$ cat src/rtl/display_timing_if.sv
// Raster timing bundle: control and offsets in, coordinates,
// syncs and screenshot status out.
interface display_timing_if;
  logic       enable;
  logic       shot_req;
  logic [9:0] x_offset;
  logic [9:0] y_offset;
  logic [9:0] x_pos;
  logic [9:0] y_pos;
  logic [9:0] scroll_x;
  logic [9:0] scroll_y;
  logic       hsync;
  logic       vsync;
  logic       blank;
  logic       frame_start;
  logic       shot_active;
  logic       shot_done;

  modport master (
    output enable, shot_req, x_offset, y_offset,
    input  x_pos, y_pos, scroll_x, scroll_y,
    input  hsync, vsync, blank, frame_start,
    input  shot_active, shot_done
  );

  modport slave (
    input  enable, shot_req, x_offset, y_offset,
    output x_pos, y_pos, scroll_x, scroll_y,
    output hsync, vsync, blank, frame_start,
    output shot_active, shot_done
  );
endinterface

$ cat src/rtl/display_timing.sv
// Video raster generator with frame-aligned scroll offsets and
// an edge-armed single-frame screenshot window.
module display_timing #(
  parameter int unsigned H_VISIBLE   = 640,
  parameter int unsigned H_FRONT     = 16,
  parameter int unsigned H_SYNC      = 96,
  parameter int unsigned H_BACK      = 48,
  parameter int unsigned V_VISIBLE   = 480,
  parameter int unsigned V_FRONT     = 10,
  parameter int unsigned V_SYNC      = 2,
  parameter int unsigned V_BACK      = 33,
  parameter bit          SYNC_ACTIVE = 1'b0
) (
  input  logic             clk,
  input  logic             reset,
  display_timing_if.slave  bus
);

  localparam int unsigned H_TOTAL =
    H_VISIBLE + H_FRONT + H_SYNC + H_BACK;
  localparam int unsigned V_TOTAL =
    V_VISIBLE + V_FRONT + V_SYNC + V_BACK;

  localparam logic [9:0] H_LAST = 10'(H_TOTAL - 1);
  localparam logic [9:0] V_LAST = 10'(V_TOTAL - 1);
  localparam logic [9:0] H_VIS  = 10'(H_VISIBLE);
  localparam logic [9:0] V_VIS  = 10'(V_VISIBLE);
  localparam logic [9:0] HS_BEG = 10'(H_VISIBLE + H_FRONT);
  localparam logic [9:0] HS_END = 10'(H_VISIBLE + H_FRONT + H_SYNC);
  localparam logic [9:0] VS_BEG = 10'(V_VISIBLE + V_FRONT);
  localparam logic [9:0] VS_END = 10'(V_VISIBLE + V_FRONT + V_SYNC);

  typedef enum logic [1:0] {
    IDLE  = 2'd0,
    RUN   = 2'd1,
    DRAIN = 2'd2
  } state_t;

  state_t     state_q, state_d;
  logic [9:0] x_q, x_d;
  logic [9:0] y_q, y_d;
  logic [9:0] xsh_q, xsh_d;
  logic [9:0] ysh_q, ysh_d;
  logic       armed_q, armed_d;
  logic       cap_q, cap_d;
  logic       done_q, done_d;
  logic       hold_q, hold_d;

  logic       run;
  logic       arm_ok;
  logic       eol;
  logic       eof;
  logic       fs;
  logic       arm;
  logic [9:0] xs;
  logic [9:0] ys;

  assign eol = (x_q == H_LAST);
  assign eof = eol && (y_q == V_LAST);
  assign fs  = run && (x_q == '0) && (y_q == '0);

  always_ff @(posedge clk or negedge reset) begin
    if (!reset) state_q <= IDLE;
    else        state_q <= state_d;
  end

  // Leaving RUN on the last pixel goes straight to IDLE so a
  // fresh frame is never started just to be drained.
  always_comb begin
    state_d = state_q;
    unique case (state_q)
      IDLE:    if (bus.enable) state_d = RUN;
      RUN:     if (!bus.enable) state_d = eof ? IDLE : DRAIN;
      DRAIN: begin
        if (bus.enable) state_d = RUN;
        else if (eof)   state_d = IDLE;
      end
      default: state_d = IDLE;
    endcase
  end

  always_comb begin
    run    = 1'b0;
    arm_ok = 1'b0;
    unique case (state_q)
      IDLE:    ;
      RUN:     begin run = 1'b1; arm_ok = 1'b1; end
      DRAIN:   run = 1'b1;
      default: ;
    endcase
  end

  always_comb begin
    x_d = x_q;
    y_d = y_q;
    if (run) begin
      if (eol) begin
        x_d = '0;
        y_d = (y_q == V_LAST) ? '0 : y_q + 10'd1;
      end else begin
        x_d = x_q + 10'd1;
      end
    end
  end

  // hold_q blocks re-arming until shot_req has been seen low.
  assign arm = arm_ok && bus.shot_req && !hold_q;

  always_comb begin
    xsh_d   = fs ? bus.x_offset : xsh_q;
    ysh_d   = fs ? bus.y_offset : ysh_q;
    hold_d  = bus.shot_req && (hold_q || arm);
    armed_d = arm || (armed_q && !fs);
    if (state_d == IDLE) armed_d = 1'b0;
    cap_d   = cap_q;
    if (fs && armed_q) cap_d = 1'b1;
    else if (eof)      cap_d = 1'b0;
    done_d  = cap_q && eof;
  end

  always_ff @(posedge clk or negedge reset) begin
    if (!reset) begin
      x_q     <= '0;
      y_q     <= '0;
      xsh_q   <= '0;
      ysh_q   <= '0;
      armed_q <= 1'b0;
      cap_q   <= 1'b0;
      done_q  <= 1'b0;
      hold_q  <= 1'b0;
    end else begin
      x_q     <= x_d;
      y_q     <= y_d;
      xsh_q   <= xsh_d;
      ysh_q   <= ysh_d;
      armed_q <= armed_d;
      cap_q   <= cap_d;
      done_q  <= done_d;
      hold_q  <= hold_d;
    end
  end

  // The frame_start clock already scrolls by the offsets being latched.
  assign xs = fs ? bus.x_offset : xsh_q;
  assign ys = fs ? bus.y_offset : ysh_q;

  assign bus.x_pos       = x_q;
  assign bus.y_pos       = y_q;
  assign bus.scroll_x    = x_q + xs;
  assign bus.scroll_y    = y_q + ys;
  assign bus.frame_start = fs;
  assign bus.blank       = !(run && (x_q < H_VIS) && (y_q < V_VIS));
  assign bus.hsync       =
    (run && (x_q >= HS_BEG) && (x_q < HS_END)) ? SYNC_ACTIVE
                                               : !SYNC_ACTIVE;
  assign bus.vsync       =
    (run && (y_q >= VS_BEG) && (y_q < VS_END)) ? SYNC_ACTIVE
                                               : !SYNC_ACTIVE;
  assign bus.shot_active = cap_q || (fs && armed_q);
  assign bus.shot_done   = done_q;

endmodule

$ cat src/flat_wrapper.sv
// flat-port wrapper written by rule: the top's interface ports become plain ports
module display_timing_flat 
#(
  parameter int unsigned H_VISIBLE   = 640,
  parameter int unsigned H_FRONT     = 16,
  parameter int unsigned H_SYNC      = 96,
  parameter int unsigned H_BACK      = 48,
  parameter int unsigned V_VISIBLE   = 480,
  parameter int unsigned V_FRONT     = 10,
  parameter int unsigned V_SYNC      = 2,
  parameter int unsigned V_BACK      = 33,
  parameter bit          SYNC_ACTIVE = 1'b0
)
  (clk, reset, bus_enable, bus_shot_req, bus_x_offset, bus_y_offset, bus_x_pos, bus_y_pos, bus_scroll_x, bus_scroll_y, bus_hsync, bus_vsync, bus_blank, bus_frame_start, bus_shot_active, bus_shot_done);
  display_timing_if bus_i ();
  input  logic clk;
  input  logic reset;
  input wire logic [$bits(bus_i.enable)-1:0] bus_enable;
  input wire logic [$bits(bus_i.shot_req)-1:0] bus_shot_req;
  input wire logic [$bits(bus_i.x_offset)-1:0] bus_x_offset;
  input wire logic [$bits(bus_i.y_offset)-1:0] bus_y_offset;
  output wire logic [$bits(bus_i.x_pos)-1:0] bus_x_pos;
  output wire logic [$bits(bus_i.y_pos)-1:0] bus_y_pos;
  output wire logic [$bits(bus_i.scroll_x)-1:0] bus_scroll_x;
  output wire logic [$bits(bus_i.scroll_y)-1:0] bus_scroll_y;
  output wire logic [$bits(bus_i.hsync)-1:0] bus_hsync;
  output wire logic [$bits(bus_i.vsync)-1:0] bus_vsync;
  output wire logic [$bits(bus_i.blank)-1:0] bus_blank;
  output wire logic [$bits(bus_i.frame_start)-1:0] bus_frame_start;
  output wire logic [$bits(bus_i.shot_active)-1:0] bus_shot_active;
  output wire logic [$bits(bus_i.shot_done)-1:0] bus_shot_done;
  assign bus_i.enable = bus_enable;
  assign bus_i.shot_req = bus_shot_req;
  assign bus_i.x_offset = bus_x_offset;
  assign bus_i.y_offset = bus_y_offset;
  assign bus_x_pos = bus_i.x_pos;
  assign bus_y_pos = bus_i.y_pos;
  assign bus_scroll_x = bus_i.scroll_x;
  assign bus_scroll_y = bus_i.scroll_y;
  assign bus_hsync = bus_i.hsync;
  assign bus_vsync = bus_i.vsync;
  assign bus_blank = bus_i.blank;
  assign bus_frame_start = bus_i.frame_start;
  assign bus_shot_active = bus_i.shot_active;
  assign bus_shot_done = bus_i.shot_done;
  display_timing #(.H_VISIBLE(H_VISIBLE), .H_FRONT(H_FRONT), .H_SYNC(H_SYNC), .H_BACK(H_BACK), .V_VISIBLE(V_VISIBLE), .V_FRONT(V_FRONT), .V_SYNC(V_SYNC), .V_BACK(V_BACK), .SYNC_ACTIVE(SYNC_ACTIVE)) u_core (.clk(clk), .reset(reset), .bus(bus_i));
endmodule
$ cat config.mk
export PLATFORM = sky130hd
export DESIGN_NAME = display_timing_flat
export DESIGN_NICKNAME = d
export VERILOG_FILES = /design/src/rtl/display_timing_if.sv /design/src/rtl/display_timing.sv /design/src/flat_wrapper.sv
export SDC_FILE = /design/constraint.sdc
export NUM_CORES = 1
export LEC_CHECK = 0
export BUFFER_PORTS_ARGS = -buffer_cell sky130_fd_sc_hd__clkbuf_2
export CAP_MARGIN = 0
export CORE_MARGIN = 5
export CORE_UTILIZATION = 45
export CTS_CLUSTER_DIAMETER = 50
export CTS_CLUSTER_SIZE = 20
export DETAILED_ROUTE_END_ITERATION = 10
export PLACE_DENSITY = 0.68
export SYNTH_ARGS = -nofsm -noshare
export SYNTH_HDL_FRONTEND = slang
export SYNTH_SLANG_ARGS = --single-unit
$ cat constraint.sdc
create_clock -name clk -period 6.1 [get_ports clk]
set_clock_uncertainty 0.2 [all_clocks]
set_input_delay 0.305 -clock clk [delete_from_list [all_inputs] [get_ports clk]]
set_output_delay 0.305 -clock clk [all_outputs]
set_load 0.005 [all_outputs]
# Word-level counts from Yosys, hierarchy flattened
# Cells that the tools add are included.
word_totals:
  reg_bits: 46
  in_bits: 24
  out_inout_bits: 46
classes:
  add_sub_neg: 4
  n_lt_le_gt_ge: 6
  eq_ne: 4
  n_mux: 17
  n_reduce_logical: 28
ops:
  columns: ["cell", "n"]
  rows:
  - ["$mux 10", 4]
  - ["$add 10x1->10 const B", 2]
  - ["$add 10x10->10", 2]
  - ["$eq 10x10->1 const B", 2]
  - ["$logic_not 10->1", 2]
  - ["$lt 10x10->1 const B", 2]
  - ["$lt 10x9->1 const B", 2]
  - ["$logic_and 1x1->1", 15]
  - ["$ge 10x10->1 const B", 1]
  - ["$ge 10x9->1 const B", 1]
  - ["$mux 2", 5]
  - ["$mux 1", 7]
  - ["$pmux 2 s3", 1]
  - ["$logic_not 2->1", 2]
  - ["$logic_not 1->1", 3]
  - ["$logic_or 1x1->1", 3]
  - ["$eq 2x1->1 const B", 1]
  - ["$eq 2x2->1 const B", 1]
  - ["$reduce_and 2->1", 1]
  - ["$reduce_bool 2->1", 1]
  - ["$reduce_or 2->1", 1]

# Longest topological paths before layout
# Gate-level depths: netlist (run 1).
logic_depth:
  word_depth: 9
  mapped_depth: 16

# Least setup slack after synthesis (run 1)
# OpenSTA, ideal clock, no wires.
synth_timing:
  path_type: "register -> output"
  from: "register u_core.state_q[1]"
  to: "output port bus_scroll_x[9]"
  arrival_time_ns: 3.961
  setup_slack_ns: 1.634
  path_stages_with_launch: 15
  path_cell_list: "dfrtp_1 inv_1 ha_1 or3b_1 or4_4 nor3_4 buf_2 mux2_2 ha_1 a21o_1 a21oi_1 nor2b_1 or4_1 a221oi_1 xnor2_1"
synth_via:
  elab_chain_cells: 7
  elab_cells_between_ends: 8
  cone_classes: "1 x add/sub; 2 x eq/ne; 2 x mux; 3 x reduce/logical"
synth_lines:
  columns: ["item", "line_no", "rtl"]
  rows:
  - ["start: declaration", "display_timing.sv:39", "state_t state_q, state_d;"]
  - ["start signal: assignment", "display_timing.sv:64", "else state_q <= state_d;"]
  - ["$eq 2x2->1 or $eq 2x1->1 (tied branches)", "display_timing.sv:85", "unique case (state_q)"]
  - ["$reduce_or 2->1 (no line) (*)", null, null]
  - ["$mux 1 (*)", "display_timing.sv:85", null]
  - ["$logic_and 1x1->1 (*) (2 in series)", "display_timing.sv:60", "assign fs = run && (x_q == '0) && (y_q == '0);"]
  - ["$mux 10 (*)", null, null]
  - ["named net u_core.xs[1]", "display_timing.sv:55", "logic [9:0] xs;"]
  - ["$add 10x10->10 (*)", "display_timing.sv:149", "assign bus.scroll_x = x_q + xs;"]
  - ["end: declaration", "flat_wrapper.sv:24", "output wire logic [$bits(bus_i.scroll_x)-1:0] bus_scroll_x;"]
# The timed path passes the listed nets; every way through them passes the cells marked *.

# Final worst setup path (run 1)
layout_timing:
  from: "register u_core.state_q[1]"
  to: "output port bus_scroll_y[8]"
layout_via:
  elab_chain_cells: 7
  elab_cells_between_ends: 8
  cone_classes: "1 x add/sub; 2 x eq/ne; 2 x mux; 3 x reduce/logical"
layout_lines:
  columns: ["item", "line_no", "rtl"]
  rows:
  - ["$eq 2x2->1 or $eq 2x1->1 (tied branches)", "display_timing.sv:85", null]
  - ["$reduce_or 2->1 (no line) (*)", null, null]
  - ["$mux 1 (*)", "display_timing.sv:85", null]
  - ["$logic_and 1x1->1 (*) (2 in series)", "display_timing.sv:60", null]
  - ["$mux 10 (*)", null, null]
  - ["named net u_core.ys[0]", "display_timing.sv:56", "logic [9:0] ys;"]
  - ["$add 10x10->10 (*)", "display_timing.sv:150", "assign bus.scroll_y = y_q + ys;"]
  - ["end: declaration", "flat_wrapper.sv:25", "output wire logic [$bits(bus_i.scroll_y)-1:0] bus_scroll_y;"]
# Marks and branches as above.

==> results.py, run 1 <==
metrics = {
    "timing": {
        "achievable_clock_frequency_ghz": 0.180,
        "timing_hold_violations_final": 0,
        "tightestPinTransition_ns": 0.623,
        "grt_setup_unrepaired": "no",
        "setup_viol_count_final": 0,
        "maxSlewHeadroom_pct": 57.9,
        "slew_viol_final": 0,
        "final_period_minus_worst_setup_slack_ns": 5.55,
        "layout_worst_path_cycle_share_pct": 91.0,
        "fin_tns_setup_ns": 0,
    },
    "critical_path": {
        "criticalPathCategory": "reg -> out",
        "crit_chain": "inv_1 -> ha_1 -> or3b_1 -> or4_4 -> nor3_4 -> buf_4 -> mux2_2 -> ha_1 -> inv_1 -> fa_1 -> nor2b_1 -> o21ai_0 -> a21boi_0 -> o21a_1 -> o41a_1 -> xor2_1 -> clkbuf_2",
        "worst_setup_path_start_kind": "flip-flop",
        "cp_data_arrival_time_ns": 5.05,
        "worstPathMaxFanout": 15,
        "slowest_stage": "sky130_fd_sc_hd__ha_1",
        "worst_path_dominant_cell_family": "simple AND/OR/NAND/NOR gates",
        "critical_path.max_stage_delay_ns": 0.54,
        "sum_of_buffers_and_inverters_on_the_critical_path": 4,
        "endpoint_kind": "output port",
        "worstPathRequired_ns": 5.59,
    },
    "yosys": {
        "yosysUniqueCellTypes": 41,
        "share_of_the_yosys_chip_area_belonging_to_registers_pct": 39.8,
        "ys.warnings.count": 0,
        "syn-instance-count": 284,
        "postSynthRegisterBits": 46,
        "synth_area_sq_um": 2890,
        "synth.avg_cell_area_sq_um": 10.2,
        "syn_nets": 336,
    },
    "grt": {
        "antenna_found_initial": 0,
        "largest_net_degree_at_the_start_of_global_routing": 47,
        "global_route.usage.total_pct": 17.3,
        "vias_in_the_first_global_route": 2396,
        "grt.overflow.total": 0,
        "grt_first_pass_wirelength_um": 11700,
    },
    "floorplan": {
        "dieArea_sq_um": 8130,
        "die_height_um": 90.1,
        "core.rowCount": 29,
        "start_util_pct": 45.8,
        "dieWidth_um": 90.1,
        "top_level_ports": 70,
        "floorplan.core_area_sq_um": 6310,
    },
    "routing": {
        "routed-via-count": 2323,
        "drt_wirelength_um": 6790,
        "routed_via_density": 5.33,
        "drt-wirelength-per-cell_um": 15.6,
        "drtIter0Drc": 99,
        "drc": 0,
        "drtAntennaViolNets": 0,
        "drt-pass1-iter-count": 4,
    },
    "cts": {
        "cts_clock_pin_slew_for_the_worst_setup_and_hold_paths_ns": 0.09,
        "h-tree-depth": 2,
        "clk_latency_worst_skew_pair_ns": 0.31,
        "cts_root_buffer": "sky130_fd_sc_hd__clkbuf_8",
        "cts_tree": "built",
        "cts_num_sinks": 46,
        "post_cts.repair.setup_buffers": 0,
        "cts_buffer_depth": 2,
        "cts-buffers-inserted": 5,
    },
    "final_layout": {
        "layout.cells.most_common": "sky130_fd_sc_hd__clkbuf_2",
        "post-route-util_pct": 54.7,
        "layout.nets": 410,
        "post_route_cells_drive_above_1_share_pct": 29.0,
        "n_antenna_cell": 0,
        "layout.cells.most_common_list": "sky130_fd_sc_hd__clkbuf_2 (69), sky130_fd_sc_hd__dfrtp_1 (46), sky130_fd_sc_hd__ha_1 (26)",
        "area_growth_pct": 19.5,
    },
    "power": {
        "powerDensity_nw_per_um2": 464,
        "worst_ir_drop_vdd_mv": 0.193,
        "power_leakage_nw": 1.74,
    },
    "placed_design": {
        "globalplace.congestion": 0.840,
        "place.detailed.hpwl_um": 5200,
        "io_buffer_count": 69,
    },
    "run_status": {
        "status": "complete, no violations",
    },
    "run": {
        "maxCapViolations": 0,
    },
    "worst_hold_path": {
        "timing.hold.worst.class": "in -> reg",
    },
}
[area by class of cell]
class,count,area [sq um]
Timing Repair Buffer,73,378
Clock buffer,5,68.8
Tap cell,77,96.3
Fill cell,596,2860
Multi-Input combinational cell,217,1660
Inverter,15,56.3
Sequential cell,46,1150
Clock inverter,3,45.0
[synth_stat cells (all sizes together)]
library cell,count,area share (%)
o31ai,1,0.26
nor4b,1,0.30
a21oi,12,2.1
nand3b,2,0.52
inv,15,1.9
a21boi,1,0.26
nor2b,6,1.3
nand3,8,1.4
and3,2,0.43
nand4b,1,0.30
nor4,3,0.65
xnor2,19,5.8
a221oi,2,0.61
clkbuf,4,0.52
or3,3,0.65
xor2,11,3.3
ha,26,11
or3b,1,0.30
o41a,1,0.39
nand4,7,1.5
buf,2,0.35
and3b,1,0.30
or4,3,0.91
fa,2,1.4
o22ai,2,0.43
or2,1,0.22
a21o,7,1.8
nand2b,5,1.1
a221o,1,0.35
o211a,1,0.35
o21a,6,1.6
a31oi,1,0.22
o21ai,16,2.8
and2,3,0.65
nor3,6,1.4
mux2,21,8.2
nor2,16,2.1
dfrtp,46,40
nand2,18,2.3
[cells by family (layout without fill, tap and decap cells)]
group | count (synthesis) | after routing | synth area share [%]
and+or+nand+nor | 87 | 87 | 16.4
AOI/OAI and AO/OA | 51 | 51 | 11.1
DFF | 46 | 46 | 39.8
xor gates and xnor gates | 30 | 30 | 9.09
adders and majority gates | 28 | 28 | 12.6
muxes | 21 | 21 | 8.18
buffers and inverters | 21 | 96 | 2.81
[report_power, final]
group          switching, mW  internal (mW)  leakage, nW
clock network          0.110          0.122       0.0504
logic                  0.452          0.445         1.11
registers             0.0694          0.405        0.588
[path summary, 6_finish.rpt]
kind                            slack (ns)         endpoint  cells past startpoint         startpoint
max in group asynchronous             4.89  u_core.xsh_q[6]                      3              reset
worst max register to register        2.67  u_core.ysh_q[8]                      7  u_core.state_q[1]
min in group asynchronous             0.41  u_core.ysh_q[6]                      3              reset
worst max-delay path                  0.55  bus_scroll_y[8]                     17  u_core.state_q[1]
worst min register to register        0.28    u_core.hold_q                      1      u_core.hold_q
worst min-delay path                 0.008    u_core.hold_q                      2       bus_shot_req
[stage by stage]
step	hold WS [ns]	total power [mW]	setup WS, ns	area (sq um)	cells
final	0.00795	1.60	0.550	3450	436
after global placement	0.229	1.36	1.06	3330	427
after detailed placement	0.236	1.38	0.887	3330	427
after floorplan	-0.191	1.07	1.63	2890	284
after CTS	0.00446	1.61	0.542	3450	436
after global routing	0.00524	1.74	0.174	3450	436
[per-layer routing]
metal	vias up	wire length [um]	part of all wire [%]	global-route usage, %
li1	1143	-	-	-
met1	1124	3200	47	23.4
met2	49	3220	47	27.9
met3	7	298	4.4	4.09
met4	0	69	1.0	4.59
met5	-	0	0	0
[state kept, by name, indices dropped and copies added (netlist names)]
name and flops:
u_core.bus.shot_done 1, u_core.hold_q 1, u_core.bus.x_pos 10, u_core.bus.y_pos 10, u_core.xsh_q 10, u_core.armed_q 1
u_core.ysh_q 10, u_core.state_q 2, u_core.cap_q 1
[timing repair]
item                                   4_1_cts  5_1_grt
resized for setup                            0        0
endpoints found under the hold margin       46        0
hold buffers                                 1        0
Power figures use the tool's default switching activity.
==> inputs of run 2 (changes only) <==
--- a/config.mk
+++ b/config.mk
@@ -8,11 +8,11 @@
 export BUFFER_PORTS_ARGS = -buffer_cell sky130_fd_sc_hd__clkbuf_2
 export CAP_MARGIN = 0
 export CORE_MARGIN = 5
-export CORE_UTILIZATION = 45
+export CORE_UTILIZATION = 48
 export CTS_CLUSTER_DIAMETER = 50
 export CTS_CLUSTER_SIZE = 20
 export DETAILED_ROUTE_END_ITERATION = 10
-export PLACE_DENSITY = 0.68
+export PLACE_DENSITY = 0.72
 export SYNTH_ARGS = -nofsm -noshare
 export SYNTH_HDL_FRONTEND = slang
 export SYNTH_SLANG_ARGS = --single-unit
==> results.py, run 2 (synthesized netlist as in run 1, its figures left out) <==
metrics = {
    "run_status": {
        "status": "complete, no violations",
    },
    "grt": {
        "grt.overflow.total": 0,
        "grt_first_pass_wirelength_um": 10900,
        "globalRouteMet1Util_pct": 23.5,
        "largest_net_degree_at_the_start_of_global_routing": 47,
        "global_route.usage.met2_pct": 30.1,
        "antenna_found_initial": 0,
        "gr-max-usage-layer": "met2",
        "vias_in_the_first_global_route": 2269,
        "groute.layer.met3.usage_pct": 3.39,
        "global_route.usage.total_pct": 18.0,
    },
    "critical_path": {
        "r2r_slack_ns": 2.66,
        "slowest_stage": "sky130_fd_sc_hd__ha_1",
        "cp_data_arrival_time_ns": 5.07,
        "worstPathRequired_ns": 5.59,
        "crit_chain": "inv_1 -> ha_1 -> or3b_1 -> or4_4 -> nor3_4 -> buf_4 -> mux2_2 -> ha_1 -> inv_1 -> fa_1 -> nor2b_1 -> o21ai_0 -> a21boi_0 -> o21a_1 -> o41a_1 -> xor2_1 -> clkbuf_2",
        "worst_setup_path_start_kind": "flip-flop",
        "criticalPathCategory": "reg -> out",
        "endpoint_kind": "output port",
        "rr_startpoint": "u_core.state_q[1]",
        "critical_path.max_stage_delay_ns": 0.53,
        "worst_setup_path_startpoint": "u_core.state_q[1]",
        "worstPathMaxFanout": 14,
    },
    "cts": {
        "cts_root_buffer": "sky130_fd_sc_hd__clkbuf_8",
        "h-tree-depth": 2,
        "cts_buffer_depth": 2,
        "cts-buffers-inserted": 5,
        "post_cts_resized": 0,
        "cts_tree": "built",
        "post_cts.repair.setup_buffers": 0,
        "cts_clock_pin_slew_for_the_worst_setup_and_hold_paths_ns": 0.08,
        "clk_latency_worst_skew_pair_ns": 0.30,
        "cts_num_sinks": 46,
    },
    "final_layout": {
        "layout.cells.most_common_list": "sky130_fd_sc_hd__clkbuf_2 (69), sky130_fd_sc_hd__dfrtp_1 (46), sky130_fd_sc_hd__ha_1 (26)",
        "layout.nets": 410,
        "instances_no_fill": 434,
        "post_route_cells_drive_above_1_share_pct": 28.7,
        "layout.cells.most_common": "sky130_fd_sc_hd__clkbuf_2",
        "post-route-util_pct": 58.2,
        "area_growth_pct": 18.6,
        "n_antenna_cell": 0,
    },
    "timing": {
        "setup_viol_count_final": 0,
        "fin_tns_setup_ns": 0,
        "tightestPinTransition_ns": 0.616,
        "worst_slack_on_hold_paths_ns": 0.0300,
        "slew_viol_final": 0,
        "maxSlewHeadroom_pct": 58.3,
        "achievable_clock_frequency_ghz": 0.179,
        "layout_worst_path_cycle_share_pct": 91.5,
        "final_period_minus_worst_setup_slack_ns": 5.58,
        "timing_hold_violations_final": 0,
        "grt_setup_unrepaired": "no",
    },
    "floorplan": {
        "core.rowCount": 28,
        "die_height_um": 87.6,
        "top_level_ports": 70,
        "dieArea_sq_um": 7670,
        "dieWidth_um": 87.6,
        "floorplan.core_area_sq_um": 5890,
        "start_util_pct": 49.1,
    },
    "worst_hold_path": {
        "timing.hold.worst.class": "in -> reg",
        "timing.hold.worst.start": "bus_shot_req",
    },
    "routing": {
        "drt-pass1-iter-count": 4,
        "routed-via-count": 2292,
        "drc": 0,
        "routed_via_density": 5.28,
        "drt-wirelength-per-cell_um": 14.7,
        "drtAntennaViolNets": 0,
        "drt_wirelength_um": 6400,
        "drtIter0Drc": 83,
    },
    "placed_design": {
        "io_buffer_count": 69,
        "place.detailed.hpwl_um": 5040,
        "dpl.cell_count": 425,
        "globalplace.congestion": 0.851,
    },
    "run": {
        "maxCapViolations": 0,
    },
    "power": {
        "powerDensity_nw_per_um2": 452,
        "power_leakage_nw": 1.74,
        "worst_ir_drop_vdd_mv": 0.241,
    },
}
## run 2: timing repair
item | 4_1_cts | 5_1_grt
hold buffers | 1 | 0
hold endpoints to repair | 46 | 0
setup endpoints to repair | 0 | 0
## run 2: routing by layer
layer | part of all wire (%) | wire, um | vias to the layer above
li1 | - | - | 1159
met1 | 45 | 2910 | 1085
met2 | 50 | 3170 | 42
met3 | 4.1 | 262 | 6
met4 | 0.89 | 57 | 0
met5 | 0 | 0 | -
## run 2: area by class of cell
| cell class | instances | area, sq um |
|---|---|---|
| tap | 75 | 93.8 |
| clock buffer | 7 | 86.3 |
| clock inverter | 1 | 5.00 |
| multi-input combinational | 217 | 1660 |
| sequential | 46 | 1150 |
| inverter | 15 | 56.3 |
| fill | 538 | 2460 |
| timing repair buffer | 73 | 378 |
## run 2: path summary, 6_finish.rpt
kind / cells past startpoint / endpoint
min in group asynchronous: 3 / u_core.ysh_q[6]
hold / removal: 2 / u_core.hold_q
setup / recovery: 17 / bus_scroll_y[8]
hold reg to reg: 1 / u_core.hold_q
max in group asynchronous: 3 / u_core.bus.y_pos[2]
setup reg to reg: 7 / u_core.ysh_q[3]
## run 2: report_power, final
group	switching, mW	total [mW]	internal [mW]
Clock	0.0990	0.191	0.0915
Combinational	0.443	0.886	0.443
Sequential	0.0664	0.472	0.406
Total	0.608	1.55	0.940
## run 2: worst max-delay path: cells and delay by family, from the launching register on
family | cells | cell delay (ns)
AO/OA/AOI/OAI | 4 | 0.87
XOR/XNOR | 1 | 0.14
adder cells (fa/ha/maj) | 3 | 0.94
buffers and inverters | 4 | 0.61
flip-flops | 1 | 0.41
multiplexers | 1 | 0.36
AND/OR/NAND/NOR | 4 | 1.43
## run 2: through the flow
stage / setup slack (ns) / area [sq um] / total power, mW
6_report: 0.520 / 3430 / 1.55
5_1_grt: 0.0609 / 3430 / 1.70
4_1_cts: 0.467 / 3430 / 1.57
3_5_place_dp: 0.835 / 3330 / 1.38
3_3_place_gp: 0.945 / 3330 / 1.35
2_1_floorplan: 1.63 / 2890 / 1.07
==> inputs of run 3 (changes only) <==
--- a/config.mk
+++ b/config.mk
@@ -8,11 +8,11 @@
 export BUFFER_PORTS_ARGS = -buffer_cell sky130_fd_sc_hd__clkbuf_2
 export CAP_MARGIN = 0
 export CORE_MARGIN = 5
-export CORE_UTILIZATION = 48
+export CORE_UTILIZATION = 30
 export CTS_CLUSTER_DIAMETER = 50
 export CTS_CLUSTER_SIZE = 20
 export DETAILED_ROUTE_END_ITERATION = 10
-export PLACE_DENSITY = 0.72
+export PLACE_DENSITY = 0.49
 export SYNTH_ARGS = -nofsm -noshare
 export SYNTH_HDL_FRONTEND = slang
 export SYNTH_SLANG_ARGS = --single-unit
==> results.py, run 3 (synthesized netlist as in run 1, its figures left out) <==
metrics = {
    "cts": {
        "cts_buffer_depth": 2,
        "cts_num_sinks": 46,
        "h-tree-depth": 2,
        "cts_root_buffer": "sky130_fd_sc_hd__clkbuf_8",
        "cts_tree": "built",
        "cts-buffers-inserted": 5,
        "post_cts_resized": 0,
        "clk_latency_worst_skew_pair_ns": 0.29,
        "cts_clock_pin_slew_for_the_worst_setup_and_hold_paths_ns": 0.08,
    },
    "final_layout": {
        "post_route_cells_drive_above_1_share_pct": 28.9,
        "layout.nets": 411,
        "final_standard_cell_area_without_fillers_sq_um": 3500,
        "filler_cell_count": 925,
        "layout.cells.most_common": "sky130_fd_sc_hd__clkbuf_2",
        "n_antenna_cell": 0,
        "multi_input_area_sq_um": 1660,
        "post-route-util_pct": 37.6,
        "ff_latch_area_sq_um": 1150,
        "area_growth_pct": 21.2,
        "layout.cells.most_common_list": "sky130_fd_sc_hd__clkbuf_2 (69), sky130_fd_sc_hd__dfrtp_1 (46), sky130_fd_sc_hd__ha_1 (26)",
    },
    "critical_path": {
        "crit_chain": "inv_1 -> ha_1 -> or3b_1 -> or4_4 -> nor3_4 -> buf_4 -> mux2_2 -> ha_1 -> inv_1 -> fa_1 -> nor2b_1 -> o21ai_0 -> a21boi_0 -> o21a_1 -> o41a_1 -> xor2_1 -> clkbuf_2",
        "worst_setup_path_startpoint": "u_core.state_q[1]",
        "criticalPathCategory": "reg -> out",
        "crit-reg2reg-capture": "u_core.ysh_q[1]",
        "reg2reg_depth": 7,
        "critical_path.max_stage_delay_ns": 0.55,
        "endpoint_kind": "output port",
        "worstPathMaxFanout": 14,
        "r2r_slack_ns": 2.81,
        "cp_data_arrival_time_ns": 4.91,
        "rr_startpoint": "u_core.state_q[1]",
        "slowest_stage": "sky130_fd_sc_hd__ha_1",
        "worstPathRequired_ns": 5.59,
        "worst_setup_path_start_kind": "flip-flop",
        "critical_path.endpoint": "bus_scroll_y[8]",
    },
    "timing": {
        "layout_worst_path_cycle_share_pct": 88.7,
        "setup_viol_count_final": 0,
        "fin_tns_setup_ns": 0,
        "grt_setup_unrepaired": "no",
        "achievable_clock_frequency_ghz": 0.185,
        "tightestPinTransition_ns": 0.712,
        "final_period_minus_worst_setup_slack_ns": 5.41,
        "timing_hold_violations_final": 0,
        "slew_viol_final": 0,
        "maxSlewHeadroom_pct": 51.8,
        "worst_slack_on_hold_paths_ns": 0.0221,
    },
    "power": {
        "combPwrFrac_pct": 57.2,
        "switchingPower_mw": 0.612,
        "sw_frac_of_total_pct": 39.4,
        "power_leakage_nw": 1.75,
        "p_int_mw": 0.942,
        "worst_ir_drop_vdd_mv": 0.113,
        "powerDensity_nw_per_um2": 444,
        "p_seq_share_pct": 30.4,
        "clkPwrFrac_pct": 12.4,
    },
    "grt": {
        "antenna_found_initial": 0,
        "grt_first_pass_wirelength_um": 11700,
        "grt.overflow.total": 0,
        "largest_net_degree_at_the_start_of_global_routing": 47,
        "global_route.usage.total_pct": 12.5,
        "vias_in_the_first_global_route": 2349,
    },
    "routing": {
        "routed-via-count": 2257,
        "drt-wirelength-per-cell_um": 13.9,
        "drtIter0Drc": 68,
        "drc": 0,
        "drt-pass1-iter-count": 4,
        "routed_via_density": 4.62,
        "drt_wirelength_um": 6810,
        "drtAntennaViolNets": 0,
    },
    "run_status": {
        "status": "complete, no violations",
    },
    "floorplan": {
        "die_height_um": 108,
        "dieWidth_um": 108,
        "dieArea_sq_um": 11700,
        "core.rowCount": 35,
        "start_util_pct": 31.0,
        "top_level_ports": 70,
        "floorplan.core_area_sq_um": 9330,
    },
    "run": {
        "maxCapViolations": 0,
    },
    "placed_design": {
        "detailed_place.area_sq_um": 3400,
        "globalplace.congestion": 0.816,
        "place.detailed.hpwl_um": 5380,
        "io_buffer_count": 69,
    },
    "worst_hold_path": {
        "timing.hold.worst.class": "in -> reg",
    },
}
-- run 3: per-layer routing --
| layer | share of wire, % | GRT usage (%) | wire (um) | up-vias |
|---|---|---|---|---|
| met2 | 51 | 21.4 | 3450 | 24 |
| met5 | 0 | 0 | 0 | - |
| li1 | - | - | - | 1154 |
| met4 | 1.6 | 4.06 | 108 | 0 |
| met3 | 2.7 | 2.57 | 183 | 8 |
| met1 | 45 | 15.9 | 3060 | 1071 |
-- run 3: critical path: cells and delay by family, from the launching register on --
| family | cells | cell delay [ns] |
|---|---|---|
| and+or+nand+nor | 4 | 1.27 |
| adders and majority gates | 3 | 0.94 |
| AOI/OAI and AO/OA | 4 | 0.88 |
| buffers and inverters | 4 | 0.60 |
| DFF | 1 | 0.42 |
| muxes | 1 | 0.37 |
| xor gates and xnor gates | 1 | 0.14 |
-- run 3: how the worst min path moves through the flow --
stage / end / slack, ns / start / cells after the start
after floorplan: u_core.armed_q / -0.19 / reset / 0
after global placement: u_core.ysh_q[2] / 0.24 / reset / 2
after detailed placement: u_core.ysh_q[2] / 0.24 / reset / 2
after CTS: u_core.hold_q / 0.01 / bus_shot_req / 2
after global routing: u_core.hold_q / 0.02 / bus_shot_req / 2
final: u_core.hold_q / 0.02 / bus_shot_req / 2
-- run 3: power by group through the flow --
stage	combinational [mW]	sequential, mW	clock, mW
floorplan	0.617	0.456	0
global placement	0.900	0.478	0
detailed placement	0.906	0.480	0
CTS	0.909	0.475	0.201
global route	1.01	0.488	0.216
finish	0.890	0.473	0.192
-- run 3: per-stage QoR --
step           total power, mW  cells  worst slack, ns
4_1_cts                   1.58    489            0.637
6_report                  1.55    489            0.687
5_1_grt                   1.72    489            0.337
3_3_place_gp              1.38    480             1.04
2_1_floorplan             1.07    284             1.63
3_5_place_dp              1.39    480            0.988
-- run 3: layout make-up --
class / count / area share [%]
tap: 129 / 4.61
sequential: 46 / 32.9
timing repair buffer: 74 / 11.0
multi-input combinational: 217 / 47.3
clock buffer: 7 / 2.46
clock inverter: 1 / 0.143
inverter: 15 / 1.61
-- run 3: timing repair --
action,CTS,global route
endpoints found under the setup margin,0,0
endpoints found under the hold margin,46,0
setup buffers,0,0
hold buffers,1,0
